$ cat config.mk
export PLATFORM = sky130hd
export DESIGN_NAME = network_rx_resp
export DESIGN_NICKNAME = d
export VERILOG_FILES = /design/src/rtl/network_rx_resp.sv
export SDC_FILE = /design/constraint.sdc
export NUM_CORES = 1
export LEC_CHECK = 0
export ABC_AREA = 1
export CAP_MARGIN = 10
export CORE_UTILIZATION = 36
export CTS_BUF_LIST = sky130_fd_sc_hd__clkbuf_16
export CTS_CLUSTER_DIAMETER = 30
export DETAILED_ROUTE_END_ITERATION = 8
export PLACE_DENSITY = 0.78
export SLEW_MARGIN = 40
export SYNTH_ARGS = -nofsm -noshare
export SYNTH_HDL_FRONTEND = slang
export SYNTH_SLANG_ARGS = --single-unit
$ cat constraint.sdc
create_clock -name clk_i -period 1.9 [get_ports clk_i]
set_clock_uncertainty 0.05 [all_clocks]
set_input_delay 0.19 -clock clk_i [delete_from_list [all_inputs] [get_ports clk_i]]
set_output_delay 0.19 -clock clk_i [all_outputs]
set_load 0.02 [all_outputs]
$ cat src/rtl/network_rx_resp.sv
// Remote-request responder for the vanilla tile: decodes EPAs into DMEM, icache-write
// or CSR space, performs the access and returns one response per request.
module network_rx_resp #(
  parameter int data_width_p       = 32,
  parameter int addr_width_p       = 28,
  parameter int dmem_size_p        = 1024,
  parameter int icache_entries_p   = 1024,
  parameter int icache_tag_width_p = 12,
  parameter int num_tiles_x_p      = 16,
  parameter int num_tiles_y_p      = 8,
  parameter int pod_x_cord_width_p = 3,
  parameter int pod_y_cord_width_p = 4,
  localparam int dmem_aw_lp = $clog2(dmem_size_p),
  localparam int pc_w_lp    = icache_tag_width_p + $clog2(icache_entries_p),
  localparam int x_sub_lp   = $clog2(num_tiles_x_p),
  localparam int y_sub_lp   = $clog2(num_tiles_y_p)
) (
  input  logic                          clk_i,
  input  logic                          reset_i,
  input  logic                          in_v_i,
  input  logic                          in_we_i,
  input  logic [addr_width_p-1:0]       in_addr_i,
  input  logic [data_width_p-1:0]       in_data_i,
  input  logic [3:0]                    in_mask_i,
  output logic                          in_yumi_o,
  output logic                          returning_v_o,
  output logic [data_width_p-1:0]       returning_data_o,
  input  logic                          returning_ready_i,
  output logic                          dmem_v_o,
  output logic                          dmem_w_o,
  output logic [dmem_aw_lp-1:0]         dmem_addr_o,
  output logic [data_width_p-1:0]       dmem_data_o,
  output logic [3:0]                    dmem_mask_o,
  input  logic                          dmem_yumi_i,
  input  logic [data_width_p-1:0]       dmem_data_i,
  output logic                          icache_v_o,
  output logic [pc_w_lp-1:0]            icache_pc_o,
  output logic [data_width_p-1:0]       icache_instr_o,
  output logic                          freeze_o,
  output logic [x_sub_lp-1:0]           tgo_x_o,
  output logic [y_sub_lp-1:0]           tgo_y_o,
  output logic [pod_x_cord_width_p-1:0] cfg_pod_x_o,
  output logic [pod_y_cord_width_p-1:0] cfg_pod_y_o,
  output logic                          invalid_access_o
);

  typedef enum logic [1:0] {IDLE, DMEM_RESP, RESP} state_e;
  typedef enum logic [1:0] {REQ_DMEM, REQ_CSR, REQ_ICACHE, REQ_INVALID} req_e;

  state_e                          state_q, state_d;
  logic                            we_q, we_d;
  logic [data_width_p-1:0]         resp_data_q, resp_data_d;
  logic                            freeze_q, freeze_d;
  logic [x_sub_lp-1:0]             tgo_x_q, tgo_x_d;
  logic [y_sub_lp-1:0]             tgo_y_q, tgo_y_d;
  logic [pod_x_cord_width_p-1:0]   pod_x_q, pod_x_d;
  logic [pod_y_cord_width_p-1:0]   pod_y_q, pod_y_d;

  req_e                    req;
  logic [addr_width_p-1:0] csr_off;
  logic [data_width_p-1:0] csr_rdata;
  logic [data_width_p-1:0] dmem_resp;

  // Addresses below the CSR base wrap to large offsets and fall through to INVALID.
  assign csr_off = in_addr_i - addr_width_p'(32'h8000);

  always_comb begin
    if (in_addr_i[addr_width_p-1:dmem_aw_lp] == '0)  req = REQ_DMEM;
    else if (csr_off < addr_width_p'(5))            req = REQ_CSR;
    else if (in_addr_i[22])                          req = REQ_ICACHE;
    else                                             req = REQ_INVALID;
  end

  always_comb begin
    csr_rdata = '0;
    case (csr_off[2:0])
      3'd0:    csr_rdata = data_width_p'(freeze_q);
      3'd1:    csr_rdata = data_width_p'(tgo_x_q);
      3'd2:    csr_rdata = data_width_p'(tgo_y_q);
      3'd3:    csr_rdata = data_width_p'(pod_x_q);
      3'd4:    csr_rdata = data_width_p'(pod_y_q);
      default: csr_rdata = '0;
    endcase
  end

  assign dmem_w_o       = in_we_i;
  assign dmem_addr_o    = in_addr_i[dmem_aw_lp-1:0];
  assign dmem_data_o    = in_data_i;
  assign dmem_mask_o    = in_mask_i;
  assign icache_pc_o    = in_addr_i[pc_w_lp-1:0];
  assign icache_instr_o = in_data_i;
  assign dmem_resp      = we_q ? '0 : dmem_data_i;

  always_comb begin
    state_d          = state_q;
    we_d             = we_q;
    resp_data_d      = resp_data_q;
    freeze_d         = freeze_q;
    tgo_x_d          = tgo_x_q;
    tgo_y_d          = tgo_y_q;
    pod_x_d          = pod_x_q;
    pod_y_d          = pod_y_q;
    in_yumi_o        = 1'b0;
    returning_v_o    = 1'b0;
    returning_data_o = '0;
    dmem_v_o         = 1'b0;
    icache_v_o       = 1'b0;
    invalid_access_o = 1'b0;
    case (state_q)
      IDLE: if (in_v_i) begin
        case (req)
          REQ_DMEM: begin
            dmem_v_o  = 1'b1;
            in_yumi_o = dmem_yumi_i;
            if (dmem_yumi_i) begin
              we_d    = in_we_i;
              state_d = DMEM_RESP;
            end
          end
          REQ_CSR: begin
            in_yumi_o   = 1'b1;
            resp_data_d = in_we_i ? '0 : csr_rdata;
            state_d     = RESP;
            if (in_we_i) begin
              case (csr_off[2:0])
                3'd0:    freeze_d = in_data_i[0];
                3'd1:    tgo_x_d  = in_data_i[x_sub_lp-1:0];
                3'd2:    tgo_y_d  = in_data_i[y_sub_lp-1:0];
                3'd3:    pod_x_d  = in_data_i[pod_x_cord_width_p-1:0];
                3'd4:    pod_y_d  = in_data_i[pod_y_cord_width_p-1:0];
                default: ;
              endcase
            end
          end
          REQ_ICACHE: begin
            in_yumi_o        = 1'b1;
            icache_v_o       = in_we_i;
            invalid_access_o = ~in_we_i;
            resp_data_d      = '0;
            state_d          = RESP;
          end
          default: begin
            in_yumi_o        = 1'b1;
            invalid_access_o = 1'b1;
            resp_data_d      = '0;
            state_d          = RESP;
          end
        endcase
      end
      DMEM_RESP: begin
        // DMEM read data is only valid this cycle; park it if the return path stalls.
        returning_v_o    = 1'b1;
        returning_data_o = dmem_resp;
        if (returning_ready_i) state_d = IDLE;
        else begin
          resp_data_d = dmem_resp;
          state_d     = RESP;
        end
      end
      RESP: begin
        returning_v_o    = 1'b1;
        returning_data_o = resp_data_q;
        if (returning_ready_i) state_d = IDLE;
      end
      default: state_d = IDLE;
    endcase
  end

  always_ff @(posedge clk_i or posedge reset_i) begin
    if (reset_i) begin
      state_q     <= IDLE;
      we_q        <= 1'b0;
      resp_data_q <= '0;
      freeze_q    <= 1'b1;
      tgo_x_q     <= '0;
      tgo_y_q     <= '0;
      pod_x_q     <= '0;
      pod_y_q     <= '0;
    end else begin
      state_q     <= state_d;
      we_q        <= we_d;
      resp_data_q <= resp_data_d;
      freeze_q    <= freeze_d;
      tgo_x_q     <= tgo_x_d;
      tgo_y_q     <= tgo_y_d;
      pod_x_q     <= pod_x_d;
      pod_y_q     <= pod_y_d;
    end
  end

  assign freeze_o    = freeze_q;
  assign tgo_x_o     = tgo_x_q;
  assign tgo_y_o     = tgo_y_q;
  assign cfg_pod_x_o = pod_x_q;
  assign cfg_pod_y_o = pod_y_q;

endmodule

Word level (Yosys, flattened, before mapping) --
Index checks and enable logic that the tools add are counted. Widths: inputs -> output; s select.
Storage, ports and cells: output and inout port bits 153, register bits 50, input port bits 102, word-level logic and storage cells 69
Operators by class: order comparisons 1, eq/ne operators 13, add/sub/neg operators 1, mux-type cells 30, bitwise gates (word level) 1, reduce and logical (&&, ||, !) cells 15
Operators with widths (count):
- $pmux 32 s2 | 3
- $mux 32 | 4
- $lt 28x3->1 const B | 1
- $sub 28x16->28 const B | 1
- $reduce_and 5->1 | 5
- $pmux 4 s5 | 1
- $logic_not 18->1 | 1
- $mux 2 | 7
- $mux 1 | 13
- $ne 2x2->1 const B | 4
- $reduce_and 4->1 | 2
- $eq 3x2->1 const B | 2
- $pmux 2 s3 | 1
- $eq 2x1->1 const B | 2
- $eq 2x2->1 const B | 2
- $logic_not 2->1 | 2
- $reduce_or 2->1 | 2
- $eq 3x1->1 const B | 1
- $eq 3x3->1 const B | 1
- $logic_not 3->1 | 1
- $ne 3x3->1 const B | 1
- $reduce_and 3->1 | 1
- $pmux 1 s2 | 1
- $reduce_bool 2->1 | 1
- $not 1->1 | 1

Longest topological paths before layout --
depth in word-level cells 9, depth in mapped cells 14, gate-level depth less buffers 14

Worst setup path before layout --
No wires, ideal clock.
path kind flip-flop to output port, start point register state_q[1], end point output returning_data_o[11], path buffers 1, data required time 1660 ps, path slack -34 ps, arrival time 1694 ps, stages on the path, launching flop included 8, path through dfrtp_1 -> inv_1 -> ha_1 -> inv_1 -> nor2_1 -> clkbuf_1 -> nand2_1 -> a21oi_1
On the way: word-level cells in the longest chain between the ends 2, elaborated cells between the ends (all ways) 3, classes of those cells eq/ne (2); mux (1)
RTL lines:
- start: declaration | line 50 | state_e state_q, state_d;
- start signal: assignment | line 180 | state_q <= state_d;
- $eq 2x2->1 or $eq 2x1->1 (tied branches) | line 109 | case (state_q)
- $pmux 32 s2 * | line 109
- end: declaration | line 27 | output logic [data_width_p-1:0] returning_data_o,
Every way passes the cells marked *; elsewhere a longest branch is shown, timed or not.

Worst setup path after layout --
start point register state_q[1], end point register resp_data_q[5]
On the way: word-level cells in the longest chain between the ends 3, elaborated cells between the ends (all ways) 8, classes of those cells eq/ne (4); mux (1); reduce/logical (3)
RTL lines:
- $eq 2x1->1 or $logic_not 2->1 (tied branches) | line 109
- $ne 2x2->1 (no line) or $reduce_bool 2->1 (tied branches)
- $reduce_and 4->1 (no line)
- end signal: assignment | line 182 | resp_data_q <= resp_data_d;
- end: declaration | line 52 | logic [data_width_p-1:0] resp_data_q, resp_data_d;
Parallel ways exist; a longest one is shown, timed or not. A chain may end at the register's enable or synchronous reset.

==> flow_summary.json <==
{
  "outcome": "finished, violations left",
  "violations": "setup timing",
  "nNetsFinal": 776,
  "finalHoldViolations": 0,
  "crit_slowest_cell": "dfrtp_1",
  "wire_per_inst_um": 14.6,
  "cp-start-kind": "register",
  "clockRootBuffer": "clkbuf_16",
  "gr-total-overflow": 0,
  "syn_to_final_growth_pct": 57.2,
  "timing.fmax_mhz": 522,
  "combinationalPowerShare": 0.548,
  "setup_slack_ns": -0.0149,
  "grt_start_max_net_pins": 41,
  "yosys_warnings": 0,
  "clock_tree.buffer_depth": 2,
  "fp.coreArea_um2": 10200,
  "p_leak_nw": 2.73,
  "grtUsageTotal": 0.195,
  "p_seq_frac": 0.259,
  "crit_fanout": 8,
  "io_pins": 255,
  "hpwl_mm": 8.11,
  "portBuffers": 162,
  "cts_buffers": 5,
  "setup_violations": 1,
  "hold_path_class": "in2async",
  "dieArea_um2": 10900,
  "netlist_area_um2": 3780,
  "numClockSinks": 50,
  "via_count": 3880,
  "crit_type": "reg2reg",
  "fin_util": 0.581,
  "wl_mm": 11.8,
  "antenna_found_initial": 0,
  "cts_tree": "built",
  "worstPathArrival_ns": 2.02,
  "antennaDiodeCount": 0,
  "ys_ff_latch": 50,
  "die_h_um": 104,
  "worstMarginPinSlew_ns": 0.393,
  "synth_cells": 536,
  "viasPerCell": 4.81,
  "postRouteAntennaNets": 0,
  "end_kind": "register",
  "post-route-min-period_ns": 1.91,
  "rr_worst_depth": 10,
  "clkPwrFrac": 0.193,
  "critPathMaxStageDelay_ns": 0.39,
  "syn_nets": 642,
  "clkTransAtPathRegs_ns": 0.07,
  "crit_path_cell_trace": "inv_2 -> ha_4 -> inv_4 -> buf_6 -> or2_4 -> a21oi_4 -> nand2_8 -> clkbuf_16 -> nand2_1 -> o21ai_0",
  "slew_viol_final": 0,
  "max-cap-violations": 0,
  "cts_max_level": 2,
  "p_switching_mw": 1.69,
  "drive_gt1_frac": 0.330,
  "grt_pass1_wl_mm": 17.5,
  "die_x_um": 104,
  "worstPathRequired_ns": 2.01,
  "p_sw_frac": 0.379,
  "yosysUniqueCellTypes": 32,
  "drcViolationCount": 0,
  "cellInternalPower_mw": 2.76,
  "fin_crit_sh": 1.01,
  "grt_pass1_vias": 3646,
  "drt_first_pass_iters": 4,
  "ir_drop_mv": 0.501,
  "start_util": 0.369,
  "rsz0062_at_grt": "yes",
  "drt_iter0_drc": 166,
  "ys_seq_area_frac": 0.331,
  "slew_headroom": 0.737,
  "rows": 37,
  "postCtsHoldBufs": 0,
  "insertion_delay_ns": 0.28,
  "avgSynthCellArea_um2": 7.05,
  "p_total_mw": 4.45,
  "place.gp.congestion": 0.853,
  "power_density_nw_per_um2": 749
}
-- sequential cells by signal (all words and copies together) (netlist names) --
| name | flops |
|---|---|
| cfg_pod_x_o | 3 |
| we_q | 1 |
| freeze_o | 1 |
| resp_data_q | 32 |
| tgo_x_o | 4 |
| tgo_y_o | 3 |
| cfg_pod_y_o | 4 |
| state_q | 2 |
-- worst paths after layout --
check,startpoint,to,slack [ns]
min reg2reg,resp_data_q[12],resp_data_q[12],0.45
min,reset_i,tgo_y_o[0],0.11
max,state_q[1],resp_data_q[5],-0.01
max reg2reg,state_q[1],resp_data_q[5],-0.01
max in group asynchronous,reset_i,resp_data_q[11],1.18
min in group clk_i,in_data_i[24],icache_instr_o[24],0.33
-- synthesized netlist by cell type, drive strengths merged --
cell / number / area, um2
nand3b: 1 / 7.51
clkbuf: 12 / 45.0
a41oi: 2 / 17.5
o22ai: 1 / 6.26
nand4: 16 / 100
o21ai: 33 / 169
o21bai: 1 / 7.51
nor2: 41 / 176
clkinv: 1 / 5.00
buf: 109 / 818
ha: 4 / 50.1
or2: 1 / 6.26
a22o: 1 / 8.76
dfrtp: 49 / 1230
nand3: 11 / 60.1
a21oi: 44 / 228
nor3: 4 / 35.0
nand2: 175 / 674
dfstp: 1 / 26.3
nor4: 1 / 6.26
inv: 28 / 105
-- routing by layer --
layer  part of all wire  global-route usage  wire length, um  up-vias
met5                  0                   0                0        -
met4              0.019              0.0551              227        0
met3              0.059              0.0370              692       28
met2               0.52               0.344             6130      152
met1               0.40               0.240             4760     1811
li1                   -                   -                -     1889
-- kinds of logic after synthesis --
| family | synth area share |
|---|---|
| adders and majority gates | 0.0132 |
| buffers and inverters | 0.258 |
| DFF | 0.331 |
| and+or+nand+nor | 0.282 |
| AOI/OAI and AO/OA | 0.116 |
-- power groups by stage --
stage | sequential (mW) | combinational (mW) | clock (mW)
after floorplan | 1.16 | 1.18 | 0
after global placement | 1.16 | 1.64 | 0
after detailed placement | 1.17 | 1.67 | 0
after CTS | 1.15 | 1.91 | 0.882
after global routing | 1.15 | 2.59 | 0.928
final | 1.15 | 2.44 | 0.859
-- stage by stage --
step           instances  hold WS [ns]  setup WS [ns]  TNS, ns  area [um2]
2_1_floorplan        536         0.289         0.0503        0        3890
3_3_place_gp         779         0.330         -0.570   -21.81        5390
3_5_place_dp         779         0.330         -0.610   -24.95        5390
4_1_cts              789         0.116        -0.0259  -0.0259        5500
5_1_grt              806         0.147        -0.0908    -2.63        5940
6_report             806         0.112        -0.0149  -0.0149        5940
-- cell type report --
class                   count  area [um2]
multi-input cells         337        1860
fillers                   909        4290
inverters                  29         118
clock buffers               5         125
repair buffers            247        2400
well taps                 136         170
flip-flops and latches     50        1250
clock inverters             2        13.8
-- critical path: cells and delay by family (launching register included) --
| family | cells | cell delay (ns) |
|---|---|---|
| AOI/OAI and AO/OA | 2 | 0.33 |
| buffers and inverters | 4 | 0.43 |
| adders and majority gates | 1 | 0.14 |
| DFF | 1 | 0.39 |
| and+or+nand+nor | 3 | 0.44 |
-- cell usage in the layout (no fill, tap or decap), types with 11 or more instances in the layout --
cell type / instances
o21ai_1: 21
clkdlybuf4s50_1: 105
a21oi_2: 35
dlymetal6s2s_1: 14
nor2_1: 30
nand4_1: 16
dfrtp_1: 49
nand2_1: 164
buf_4: 91
inv_1: 16
buf_6: 11
-- timing repair --
item                       in CTS  in global routing
gates cloned                    2                  7
setup buffers                   1                 10
setup endpoints to repair      84                 82
pin swaps                       9                 29
resized for setup             176                116
No activity file was read; power rests on OpenSTA's default activity.
